File: config.mk
export PLATFORM = sky130hd
export DESIGN_NAME = pipe_stage_buf_flat
export DESIGN_NICKNAME = d
export VERILOG_FILES = /design/src/rtl/cpu_pipe_pkg.sv /design/src/rtl/pipe_stage_buf_if.sv /design/src/rtl/pipe_data_reg.sv /design/src/rtl/pipe_stage_buf.sv /design/src/flat_wrapper.sv
export SDC_FILE = /design/constraint.sdc
export NUM_CORES = 1
export LEC_CHECK = 0
export BUFFER_PORTS_ARGS = -buffer_cell sky130_fd_sc_hd__buf_2
export CORE_MARGIN = 5
export CORE_UTILIZATION = 55
export DETAILED_ROUTE_END_ITERATION = 12
export HOLD_SLACK_MARGIN = 0.15
export PLACE_DENSITY = 0.79
export SYNTH_ARGS = -nofsm -noshare
export SYNTH_HDL_FRONTEND = slang
export SYNTH_SLANG_ARGS = --single-unit
File: constraint.sdc
create_clock -name clk -period 2.5 [get_ports clk]
set_input_delay 0.125 -clock clk [delete_from_list [all_inputs] [get_ports clk]]
set_output_delay 0.125 -clock clk [all_outputs]
set_load 0.03 [all_outputs]
File: src/rtl/cpu_pipe_pkg.sv
// Shared definitions for the CPU pipeline-stage registers: payload widths,
// NOP encoding and the stage-buffer state encoding.
package cpu_pipe_pkg;

    localparam int IFID_W  = 64;
    localparam int IDEX_W  = 160;
    localparam int EXMEM_W = 110;
    localparam int MEMWB_W = 71;

    localparam logic [31:0] NOP_INSTR = 32'h0000_0000;

    typedef enum logic [1:0] {
        ST_EMPTY = 2'd0,
        ST_ONE   = 2'd1,
        ST_FULL  = 2'd2
    } state_e;

    // The state encoding doubles as the entry count.
    function automatic logic [1:0] occ_of(input state_e st);
        case (st)
            ST_EMPTY: occ_of = 2'd0;
            ST_ONE:   occ_of = 2'd1;
            ST_FULL:  occ_of = 2'd2;
            default:  occ_of = 2'd0;
        endcase
    endfunction

endpackage

File: src/rtl/pipe_stage_buf_if.sv
// Valid/ready payload channel between pipeline stages.
interface pipe_stage_buf_if #(
    parameter int DATA_W = 64
);
    logic              valid;
    logic              ready;
    logic [DATA_W-1:0] data;

    modport master (output valid, output data, input ready);
    modport slave  (input valid, input data, output ready);
endinterface

File: src/rtl/pipe_data_reg.sv
// Load-enabled payload register with synchronous reset and clear to RST_VALUE.
module pipe_data_reg #(
    parameter int                DATA_W    = 64,
    parameter logic [DATA_W-1:0] RST_VALUE = {DATA_W{1'b0}}
) (
    input  logic              clk,
    input  logic              rst,
    input  logic              clr,
    input  logic              ld,
    input  logic [DATA_W-1:0] d,
    output logic [DATA_W-1:0] q
);

    logic [DATA_W-1:0] data_d;
    logic [DATA_W-1:0] data_q;

    always_comb begin
        if (clr) begin
            data_d = RST_VALUE;
        end else if (ld) begin
            data_d = d;
        end else begin
            data_d = data_q;
        end
    end

    always_ff @(posedge clk) begin
        if (rst) begin
            data_q <= RST_VALUE;
        end else begin
            data_q <= data_d;
        end
    end

    assign q = data_q;

endmodule

File: src/rtl/pipe_stage_buf.sv
// Pipeline-stage register with valid/ready handshake, optional 2-entry skid
// buffer and synchronous flush that leaves a NOP bubble.
module pipe_stage_buf
    import cpu_pipe_pkg::*;
#(
    parameter int                DATA_W    = IFID_W,
    parameter logic [DATA_W-1:0] NOP_VALUE = {DATA_W{1'b0}},
    parameter bit                SKID      = 1'b1
) (
    input  logic                    clk,
    input  logic                    rst,
    input  logic                    flush,
    pipe_stage_buf_if.slave         in_if,
    pipe_stage_buf_if.master        out_if,
    output logic [1:0]              occupancy
);

    state_e            state_d, state_q;
    logic              out_valid_d, out_valid_q;
    logic              in_ready_d, in_ready_q;
    logic              in_ready_s;
    logic              in_xfer_s, out_xfer_s;
    logic              main_ld_s, main_clr_s, skid_ld_s, skid_clr_s;
    logic [DATA_W-1:0] main_din_s, main_q_s, skid_q_s;

    // Flush gates in_ready so upstream never counts a squashed payload as sent.
    assign in_ready_s = (SKID ? in_ready_q : (!out_valid_q || out_if.ready)) && !flush;
    assign in_xfer_s  = in_if.valid && in_ready_s;
    assign out_xfer_s = out_valid_q && out_if.ready;

    always_comb begin
        state_d    = state_q;
        main_ld_s  = 1'b0;
        main_clr_s = 1'b0;
        skid_ld_s  = 1'b0;
        skid_clr_s = 1'b0;
        main_din_s = in_if.data;
        if (flush) begin
            state_d    = ST_EMPTY;
            main_clr_s = 1'b1;
            skid_clr_s = 1'b1;
        end else begin
            case (state_q)
                ST_EMPTY: begin
                    if (in_xfer_s) begin
                        main_ld_s = 1'b1;
                        state_d   = ST_ONE;
                    end else begin
                        state_d   = ST_EMPTY;
                    end
                end
                ST_ONE: begin
                    if (in_xfer_s && out_xfer_s) begin
                        main_ld_s  = 1'b1;
                        state_d    = ST_ONE;
                    end else if (in_xfer_s) begin
                        skid_ld_s  = 1'b1;
                        state_d    = ST_FULL;
                    end else if (out_xfer_s) begin
                        main_clr_s = 1'b1;
                        state_d    = ST_EMPTY;
                    end else begin
                        state_d    = ST_ONE;
                    end
                end
                ST_FULL: begin
                    if (out_xfer_s) begin
                        main_ld_s  = 1'b1;
                        main_din_s = skid_q_s;
                        skid_clr_s = 1'b1;
                        state_d    = ST_ONE;
                    end else begin
                        state_d    = ST_FULL;
                    end
                end
                default: begin
                    state_d    = ST_EMPTY;
                    main_clr_s = 1'b1;
                    skid_clr_s = 1'b1;
                end
            endcase
        end
        out_valid_d = (state_d != ST_EMPTY);
        in_ready_d  = (state_d != ST_FULL);
    end

    always_ff @(posedge clk) begin
        if (rst) begin
            state_q     <= ST_EMPTY;
            out_valid_q <= 1'b0;
            in_ready_q  <= 1'b1;
        end else begin
            state_q     <= state_d;
            out_valid_q <= out_valid_d;
            in_ready_q  <= in_ready_d;
        end
    end

    pipe_data_reg #(
        .DATA_W    (DATA_W),
        .RST_VALUE (NOP_VALUE)
    ) u_main_reg (
        .clk (clk),
        .rst (rst),
        .clr (main_clr_s),
        .ld  (main_ld_s),
        .d   (main_din_s),
        .q   (main_q_s)
    );

    generate
        if (SKID) begin : g_skid
            pipe_data_reg #(
                .DATA_W    (DATA_W),
                .RST_VALUE (NOP_VALUE)
            ) u_skid_reg (
                .clk (clk),
                .rst (rst),
                .clr (skid_clr_s),
                .ld  (skid_ld_s),
                .d   (in_if.data),
                .q   (skid_q_s)
            );
        end else begin : g_no_skid
            assign skid_q_s = NOP_VALUE;
        end
    endgenerate

    assign in_if.ready  = in_ready_s;
    assign out_if.valid = out_valid_q;
    assign out_if.data  = main_q_s;
    assign occupancy    = occ_of(state_q);

endmodule

File: src/flat_wrapper.sv
// flat-port wrapper written by rule: the top's interface ports become plain ports
module pipe_stage_buf_flat import cpu_pipe_pkg::*;
#(
    parameter int                DATA_W    = IFID_W,
    parameter logic [DATA_W-1:0] NOP_VALUE = {DATA_W{1'b0}},
    parameter bit                SKID      = 1'b1
)
  (clk, rst, flush, occupancy, in_if_valid, in_if_data, in_if_ready, out_if_valid, out_if_data, out_if_ready);
  pipe_stage_buf_if #(.DATA_W(DATA_W)) in_if_i ();
  pipe_stage_buf_if #(.DATA_W(DATA_W)) out_if_i ();
  input  logic clk;
  input  logic rst;
  input  logic flush;
  output logic [1:0] occupancy;
  input wire logic [$bits(in_if_i.valid)-1:0] in_if_valid;
  input wire logic [$bits(in_if_i.data)-1:0] in_if_data;
  output wire logic [$bits(in_if_i.ready)-1:0] in_if_ready;
  output wire logic [$bits(out_if_i.valid)-1:0] out_if_valid;
  output wire logic [$bits(out_if_i.data)-1:0] out_if_data;
  input wire logic [$bits(out_if_i.ready)-1:0] out_if_ready;
  assign in_if_i.valid = in_if_valid;
  assign in_if_i.data = in_if_data;
  assign in_if_ready = in_if_i.ready;
  assign out_if_valid = out_if_i.valid;
  assign out_if_data = out_if_i.data;
  assign out_if_i.ready = out_if_ready;
  pipe_stage_buf #(.DATA_W(DATA_W), .NOP_VALUE(NOP_VALUE), .SKID(SKID)) u_core (.clk(clk), .rst(rst), .flush(flush), .in_if(in_if_i), .out_if(out_if_i), .occupancy(occupancy));
endmodule
==> summary.txt, run 1 <==
Critical path
  • Critical Path Source: u_core.state_q[0]
  • CP Launch Type: flop
  • Buf+Inv Stages, Crit Path: 1
  • WP data required: 2760 ps
  • CP endpoint kind: flop
  • Worst path top cell family by delay: simple AND/OR/NAND/NOR gates
  • WP data arrival: about 2300 ps
  • Worst path cell trace: and4b_4 > a22o_2 > buf_4 > a311oi_1
  • Type of the worst setup path: reg2reg
  • Crit-path max FO: between 40 and 50
  • CP peak stage delay: 640 ps
  • R2R Path Start: u_core.state_q[0]
  • Max stage delay cell, worst path: and4b_4

Yosys
  • Number of synthesized flops with an enable pin: 0
  • Asr flop ratio synth: 0
  • Yosys top cell area share: 0.412
  • Post-synthesis sequential area ratio: 0.412
  • Unique cell type count in the Yosys netlist: 34
  • Synth Warn #: 0
  • Yosys reg bits: roughly 130
  • Syn Inst Count: between 700 and 800
  • Post-synth design cell area: 6410 sq um
  • Dominant cell type by area after synthesis: dfxtp_1
  • Ys flop type: dfxtp_1
  • Avg Cell Area, Syn: approximately 9 sq um
  • Synth top area cells: dfxtp_1 41%, a221oi_1 8.7%, a311oi_1 8.6%
  • Synthesized Nets: approximately 800

Run
  • Max-Cap Viols: 0

Power
  • Flop pwr share: 0.398
  • Worst VDD drop: ~0.73 mV
  • Power Dens Cells: around 660 nW/um^2
  • LEAKAGE: about 2.8 nW
  • Switching Fraction: 0.254
  • Sw power: about 1.4 mW
  • Clock Power Share: 0.483
  • Internal cell power: approximately 4.1 mW
  • Gate power share: 0.119

Floorplanning
  • Initial Utilization: 0.562
  • Site Rows: 39
  • Total core area: 11400 sq um
  • Die Wd: 118 um
  • Die height: between 100 and 150 um
  • Ports: about 140
  • DIE AREA: 13900 sq um

Cells and area
  • Filler cell count: between 800 and 900
  • Final nets: 929
  • Area added between synthesis and finish: 28.1%
  • Share of cells above drive strength 1: 0.240
  • N_diodes: 0

CTS
  • Clock Sinks: approximately 130
  • Post-CTS sizing: 0
  • Clock Tree Buf Depth: 2
  • Clock root buffer: clkbuf_16
  • CTS tree: yes
  • Worst-path clk slew: 60 ps
  • H-Tree Depth: 4
  • Worst skew pair latency: around 420 ps
  • Post-CTS setup buffers: 0
  • Total CTS buffers: 17

Route
  • 1st-pass router iterations: 5
  • Wire per inst: 21.9 um
  • Final ANT Viol Nets: 0
  • Via Count: about 7300
  • DRC viols: 0
  • Initial drt markers: about 1000
  • Total wire length: 22.2 mm
  • Drt via density: 7.22

Global route
  • Wire length of the first global-routing pass: about 36 mm
  • Total global-route track usage: 0.305
  • Initial antenna violation count: 1
  • Vias in the first global route: just over 7000
  • Final global-route overflow total: 0
  • Pin count of the biggest net entering global routing: a little under 70

STA
  • Final Hold Slack: 273 ps
  • Final hold violation count: 0
  • Tmin final: between 2000 and 2500 ps
  • Final count of negative-setup-slack endpoints: 0
  • Max Slew Vio Count: 0
  • Worst-margin pin slew: 776 ps
  • Slew margin rel.: 0.482
  • Clock Skew: a little under 10 ps
  • RSZ-0062 raised after global routing: no
  • Fin crit share: 0.829
  • Fmax: about 480 MHz
  • Setup_tns: 0 ps

Placement
  • DPL Wire Length: approximately 12 mm
  • Final GP Congestion: roughly 0.84
  • PortBufs: around 140

Outcome
  • Status: finished, final reports clean

Min path
  • Hold_sp: flush
  • Min-Delay Path Class: in2reg
==> logic make-up after synthesis <==
group                      synth area share
AOI/OAI and AO/OA                     0.361
and+or+nand+nor                       0.129
buffers and inverters                0.0965
DFF                                   0.412
adders and majority gates           0.00195
==> flip-flops by register name, indices dropped and copies added (netlist names) <==
name	flops
u_core.in_ready_q	1
u_core.u_main_reg.q	64
u_core.state_q	2
u_core.out_if.valid	1
u_core.g_skid.u_skid_reg.q	64
==> layout by cell type, fill, tap and decap left out, types with 2 or more instances in the layout <==
cell type and n:
o21ai_0 65, clkinv_4 2, o31ai_1 64, buf_4 24, clkinvlp_4 3, bufinv_16 4, a221oi_1 64, clkbuf_16 17
buf_2 136, inv_2 3, a311oi_1 63, nand4_1 64, dlygate4sd3_1 65, dfxtp_1 132, nand3_1 65, buf_12 3
inv_1 2, nand2_2 2, a21oi_1 67, clkinv_2 5
==> power groups by stage <==
stage                     combinational [mW]  sequential [mW]  clock, mW
after detailed placement               0.550             2.21          0
after global routing                   0.686             2.17       2.75
after floorplan                        0.302             2.28          0
after CTS                              0.630             2.17       2.64
after global placement                 0.537             2.21          0
final                                  0.647             2.17       2.63
==> worst paths after layout <==
check	cells after the start	slack [ps]	to
worst max-delay path	4	430	u_core.u_main_reg.q[10]
worst min-delay path	3	270	u_core.u_main_reg.q[22]
worst max register to register	4	430	u_core.u_main_reg.q[10]
worst min register to register	2	470	u_core.g_skid.u_skid_reg.q[48]
==> repair_timing <==
| item | 4_1_cts | 5_1_grt |
|---|---|---|
| endpoints found under the hold margin | 132 | 0 |
| hold buffers | 65 | 0 |
| endpoints found under the setup margin | 0 | 0 |
==> synthesized netlist by cell type (2+ instances only) <==
library cell and instances:
o31ai_1 64, a21oi_1 67, clkbuf_1 47, nand2_1 3, o21ai_1 2, dfxtp_1 132
buf_2 48, buf_6 8, nand3_1 65, nand4_1 64, o21ai_0 65, buf_4 10
buf_1 4, a221oi_1 64, inv_1 5, a311oi_1 63
==> final cells by class <==
class	instances	area [sq um]	area share
multi-input combinational	474	3170	0.386
sequential	132	2640	0.322
timing repair buffer	228	1570	0.191
clock buffer	18	439	0.0535
clock inverter	14	185	0.0225
tap	143	179	0.0218
inverter	6	25.0	0.00305
==> metrics by stage <==
stage | power (mW) | area, sq um | std cells | worst slack [ps] | util
floorplan | 2.58 | 6410 | 729 | 476 | -
CTS | 5.44 | 8220 | 1015 | 460 | 0.719
finish | 5.45 | 8220 | 1015 | 429 | 0.719
detailed placement | 2.76 | 6940 | 918 | 480 | 0.608
global route | 5.61 | 8220 | 1015 | 327 | 0.719
global placement | 2.75 | 6940 | 918 | 566 | 0.608
==> layer usage <==
layer,global-route usage,vias to the layer above,part of all wire
li1,-,3222,-
met1,0.388,3485,0.38
met2,0.495,547,0.48
met3,0.0783,74,0.10
met4,0.120,2,0.029
met5,0,-,0.00058
==> worst reg2reg max path, delay by kind of cell, from the launching register on <==
kind	cells	cell delay [ps]
AOI/OAI and AO/OA	2	450
buffers and inverters	1	460
DFF	1	370
and+or+nand+nor	1	640
Power figures use the tool's default switching activity.
==> inputs of run 2 (changes only) <==
--- a/config.mk
+++ b/config.mk
@@ -7,10 +7,10 @@
 export LEC_CHECK = 0
 export BUFFER_PORTS_ARGS = -buffer_cell sky130_fd_sc_hd__buf_2
 export CORE_MARGIN = 5
-export CORE_UTILIZATION = 55
+export CORE_UTILIZATION = 50
 export DETAILED_ROUTE_END_ITERATION = 12
 export HOLD_SLACK_MARGIN = 0.15
-export PLACE_DENSITY = 0.79
+export PLACE_DENSITY = 0.76
 export SYNTH_ARGS = -nofsm -noshare
 export SYNTH_HDL_FRONTEND = slang
 export SYNTH_SLANG_ARGS = --single-unit
==> constraint.sdc (replaced) <==
create_clock -name clk -period 1.7 [get_ports clk]
set_input_delay 0.085 -clock clk [delete_from_list [all_inputs] [get_ports clk]]
set_output_delay 0.085 -clock clk [all_outputs]
set_load 0.03 [all_outputs]
==> run 2 against run 1 <==
Compared with the run above: clock skew about the same; final cell count up 3.6%; sequential cell count did not move; via count is 2.3% higher; setup slack worse by 370 ps; first-iteration DRC count rose by 38%; largest cell class unchanged; non-clock buffer count grew 8; largest power group unchanged; worst hold slack got worse by 14 ps.
==> summary.txt, run 2 (same netlist as run 1, synthesis figures left out) <==
Outcome
  • Status: finished, final reports clean

Power
  • LEAKAGE: just under 3 nW
  • Power Dens Cells: 935 nW/um^2
  • Worst VDD drop: ~0.61 mV

Floorplanning
  • Initial Utilization: 0.508
  • DIE AREA: 15200 sq um
  • Ports: 137
  • Site Rows: 41
  • Total core area: 12600 sq um
  • Die Wd: 123 um
  • Die height: 123 um

Cells and area
  • Area added between synthesis and finish: 33.7%
  • Filler-free cell count of the finished design: about 1100
  • Share of cells above drive strength 1: 0.266
  • N_diodes: 0
  • Final nets: between 900 and 1000
  • Leading cell types in the layout, fill and taps excluded: 135 x buf_2, 130 x dfxtp_1, 67 x a21oi_1, 65 x nand3_1, 65 x dlygate4sd3_1
  • Most common cell after layout, fill and taps aside: buf_2

CTS
  • Worst skew pair latency: between 400 and 500 ps
  • Worst-path clk slew: 50 ps
  • CTS tree: yes
  • Clock Sinks: between 100 and 150
  • Post-CTS setup buffers: 0
  • H-Tree Depth: 4
  • Clock Tree Buf Depth: 2
  • Total CTS buffers: 17
  • Clock root buffer: clkbuf_16

STA
  • Final WS setup: 59.0 ps
  • Clock Skew: just over 9 ps
  • Worst-margin pin slew: 767 ps
  • Tmin final: roughly 1600 ps
  • Final Hold Slack: about 260 ps
  • Final hold violation count: 0
  • Slew margin rel.: 0.489
  • Fin crit share: 0.965
  • Max Slew Vio Count: 0
  • Final count of negative-setup-slack endpoints: 0
  • Fmax: a little over 600 MHz

Placement
  • Pre-CTS setup slack: approximately 63 ps
  • PortBufs: between 100 and 150
  • Final GP Congestion: between 0.8 and 0.9
  • DPL Wire Length: ~13 mm
  • Placed cell count: 953

Min path
  • Min-Delay Path Class: in2reg

Critical path
  • CP endpoint kind: flop
  • Critical path destination: u_core.u_main_reg.q[15]
  • R2R cell count: 4
  • Crit-path max FO: a little over 40
  • WP data arrival: roughly 2000 ps
  • Worst r2r dst: u_core.u_main_reg.q[15]
  • Flop-to-flop setup slack: just under 60 ps
  • R2R Path Start: u_core.state_q[1]
  • CP Launch Type: flop
  • Critical Path Source: u_core.state_q[1]
  • Type of the worst setup path: reg2reg
  • WP data required: roughly 2000 ps

Route
  • Total wire length: between 20 and 25 mm
  • Wire per inst: approximately 22 um
  • Drt via density: around 7
  • 1st-pass router iterations: 8
  • Via Count: roughly 7500
  • Initial drt markers: about 1400
  • Final ANT Viol Nets: 0
  • DRC viols: 0

Global route
  • Final global-route overflow total: 0
  • Wire length of the first global-routing pass: roughly 35 mm
  • Met1 usage: 0.372
  • Met3 Resource Use GR: 0.0590
  • Met2 GRT Util: 0.456
  • Total global-route track usage: 0.287
  • Initial antenna violation count: 0
  • Pin count of the biggest net entering global routing: 68
  • GRT busiest layer: met2
  • Vias in the first global route: between 6000 and 7000

Run
  • Max-Cap Viols: 0
==> run 2: cell types whose count changed in the layout (fill, tap and decap cells not counted), sizes merged <==
cell,before,now
buf,163,169
clkbuf,18,24
clkinv,7,4
bufbuf,0,1
bufinv,4,3
clkinvlp,3,2
==> run 2: worst max-delay path, stage by stage, from the launching register on <==
cell      delay [ps]
dfxtp_1          440
and4b_4          390
buf_12           240
nand3_1          130
a311oi_2         320
==> run 2: what timing repair did <==
item / CTS / global route
gates cloned: 1 / 1
endpoints found under the hold margin: 131 / 0
resized for setup: 3 / 23
hold buffers: 65 / 0
endpoints found under the setup margin: 1 / 69
pin swaps: 0 / 0
==> run 2: worst min path at each step <==
stage,startpoint,endpoint,slack [ps],depth (start not counted)
after global routing,in_if_valid,u_core.state_q[0],290,4
after floorplan,in_if_data[0],u_core.g_skid.u_skid_reg.q[0],240,2
final,in_if_valid,u_core.state_q[0],260,4
after detailed placement,in_if_data[59],u_core.g_skid.u_skid_reg.q[59],360,3
after CTS,in_if_valid,u_core.state_q[0],240,4
after global placement,in_if_data[7],u_core.g_skid.u_skid_reg.q[7],360,3
==> run 2: layer usage <==
metal  wire, um  share of wire  vias up
met2      10900           0.47      604
met3       2460           0.11       72
met5          0              0        -
met1       9010           0.39     3585
li1           -              -     3234
met4        669          0.029        0
==> run 2: final cells by class <==
cell class                      instances  area [sq um]
Sequential cell                       132          2650
Fill cell                             975          4040
Clock inverter                          9           125
Timing Repair Buffer                  236          1800
Tap cell                              172           215
Multi-Input combinational cell        474          3280
Clock buffer                           23           488
Inverter                                6          27.5
==> run 2: through the flow <==
| stage | utilization | cell area (sq um) | setup TNS (ps) | total power, mW |
|---|---|---|---|---|
| 2_1_floorplan | - | 6430 | 0 | 3.80 |
| 3_5_place_dp | 0.564 | 7120 | 0 | 4.10 |
| 4_1_cts | 0.668 | 8430 | 0 | 7.95 |
| 3_3_place_gp | 0.564 | 7120 | 0 | 4.08 |
| 5_1_grt | 0.680 | 8580 | -120 | 8.23 |
| 6_report | 0.680 | 8580 | 0 | 8.02 |
==> run 2: report_power, final <==
part           leakage (nW)  switching (mW)  internal (mW)  total (mW)
Sequential             1.07          0.0378           3.15        3.19
Clock                 0.299            1.35           2.45        3.80
Combinational          1.54           0.641          0.387        1.03
==> inputs of run 3 (changes only) <==
==> constraint.sdc (replaced) <==
create_clock -name clk -period 1.7 [get_ports clk]
set_input_delay 0.255 -clock clk [delete_from_list [all_inputs] [get_ports clk]]
set_output_delay 0.255 -clock clk [all_outputs]
set_load 0.03 [all_outputs]
==> run 3 against run 2 <==
Compared with the run above: cell area shrank 0.66%; register-to-register slack is essentially flat; sequential power is essentially flat; largest power group unchanged; worst hold slack lost 4.7 ps; total power grew 1.1%; critical endpoint is now occupancy[0]; routed wire length shrank 1.6%; clock skew shrank 2.4 ps; first-iteration DRC count shrank 24%; critical path depth shrank 1; sequential cell count is the same; combinational power is essentially flat; highest routed layer unchanged; setup slack lost 20 ps.
==> summary.txt, run 3 (same netlist as run 1, synthesis figures left out) <==
Critical path
  • CP peak stage delay: between 300 and 400 ps
  • Crit-path max FO: 9
  • Buf+Inv Stages, Crit Path: 2
  • Worst path cell trace: or2b_4 > inv_4 > buf_4
  • Worst path top cell family by delay: flip-flops
  • CP Launch Type: flop
  • WP data arrival: about 1400 ps
  • Type of the worst setup path: reg2out
  • WP data required: 1440 ps
  • Max stage delay cell, worst path: dfxtp_4
  • Critical Path Source: u_core.state_q[0]
  • CP endpoint kind: primary output
  • R2R Path Start: u_core.state_q[1]

CTS
  • Worst skew pair latency: about 420 ps
  • Clock Sinks: between 100 and 150
  • H-Tree Depth: 4
  • CTS tree: yes
  • Clock Tree Buf Depth: 2
  • Worst-path clk slew: 60 ps
  • Total CTS buffers: 17
  • Post-CTS setup buffers: 0
  • Clock root buffer: clkbuf_16

Route
  • 1st-pass router iterations: 6
  • Drt via density: 7.02
  • Initial drt markers: about 1000
  • Via Count: around 7400
  • DRC viols: 0
  • Total wire length: roughly 23 mm
  • Wire per inst: about 22 um
  • Final ANT Viol Nets: 0

Floorplanning
  • Initial Utilization: 0.508
  • Site Rows: approximately 40
  • Total core area: 12600 sq um
  • Die height: approximately 120 um
  • Ports: between 100 and 150
  • DIE AREA: between 15000 and 20000 sq um
  • Die Wd: 123 um

STA
  • Final count of negative-setup-slack endpoints: 0
  • Slew margin rel.: 0.494
  • Max Slew Vio Count: 0
  • Clock Skew: slightly below 7 ps
  • Tmin final: ~1700 ps
  • Fin crit share: 0.977
  • Final Hold Slack: 255 ps
  • Worst-margin pin slew: approximately 760 ps
  • Final hold violation count: 0
  • Final WS setup: approximately 39 ps
  • Fmax: between 600 and 700 MHz

Power
  • LEAKAGE: 2.89 nW
  • Power Total: slightly above 8 mW
  • Worst VDD drop: slightly above 0.6 mV
  • Power Dens Cells: about 950 nW/um^2

Global route
  • Wire length of the first global-routing pass: 35.4 mm
  • Met2 GRT Util: 0.450
  • Met3 Resource Use GR: 0.0613
  • Final global-route overflow total: 0
  • Vias in the first global route: approximately 7000
  • Pin count of the biggest net entering global routing: between 60 and 70
  • Total global-route track usage: 0.290
  • Initial antenna violation count: 1
  • Met1 usage: 0.376
  • GRT busiest layer: met2

Cells and area
  • Share of cells above drive strength 1: 0.261
  • Final nets: a little over 900
  • Leading cell types in the layout, fill and taps excluded: 135 x buf_2, 129 x dfxtp_1, 67 x a21oi_1, 65 x nand3_1
  • Area added between synthesis and finish: 32.8%
  • Most common cell after layout, fill and taps aside: buf_2
  • Design Area, Final: 8520 sq um
  • Filler-free cell count of the finished design: about 1100

Placement
  • PortBufs: between 100 and 150
  • Final GP Congestion: between 0.8 and 0.9
  • Placed cell count: 954
  • Placed inst area: ~7100 sq um
  • DPL Wire Length: 12.6 mm
  • Pre-CTS setup slack: -40.6 ps

Outcome
  • Status: finished, final reports clean

Min path
  • Min-Delay Path Class: in2reg
  • Hold_sp: rst

Run
  • Max-Cap Viols: 0
run 3: cell type report:
type                            instances  area, sq um
Antenna cell                            1         2.50
Multi-Input combinational cell        474         3240
Clock inverter                         12          179
Clock buffer                           20          457
Tap cell                              172          215
Fill cell                             964         4100
Inverter                                6         27.5
Sequential cell                       132         2650
Timing Repair Buffer                  234         1750
run 3: worst paths after layout:
kind                                                  endpoint  slack (ps)  depth (start not counted)
worst max-delay path                              occupancy[0]          40                          3
worst min-delay path                         u_core.in_ready_q         250                          4
worst max register to register         u_core.u_main_reg.q[42]          50                          4
worst min register to register  u_core.g_skid.u_skid_reg.q[34]         470                          2
run 3: report_power, final:
group / switching (mW) / internal [mW]
combinational: 0.629 / 0.385
clock: 1.38 / 2.53
sequential: 0.0386 / 3.15
run 3: metal layers:
layer / vias to the layer above / part of all wire
met3: 105 / 0.096
met4: 0 / 0.041
li1: 3233 / -
met2: 545 / 0.47
met1: 3494 / 0.40
met5: - / 0
run 3: metrics by stage:
| stage | setup TNS (ps) | util |
|---|---|---|
| after floorplan | 0 | - |
| after global placement | 0 | 0.566 |
| after detailed placement | -137 | 0.566 |
| after CTS | 0 | 0.668 |
| after global routing | -11.1 | 0.675 |
| final | 0 | 0.675 |
run 3: worst reg2reg max path, stage by stage, from the launching register on:
cell      delay (ps)
dfxtp_1          460
and4b_4          350
buf_12           270
nand3_1          170
a311oi_2         310
run 3: repair_timing:
item	CTS	global route
hold endpoints to repair	100	0
hold buffers	64	0
gates cloned	0	0
gates resized for setup	5	19
setup endpoints to repair	2	94
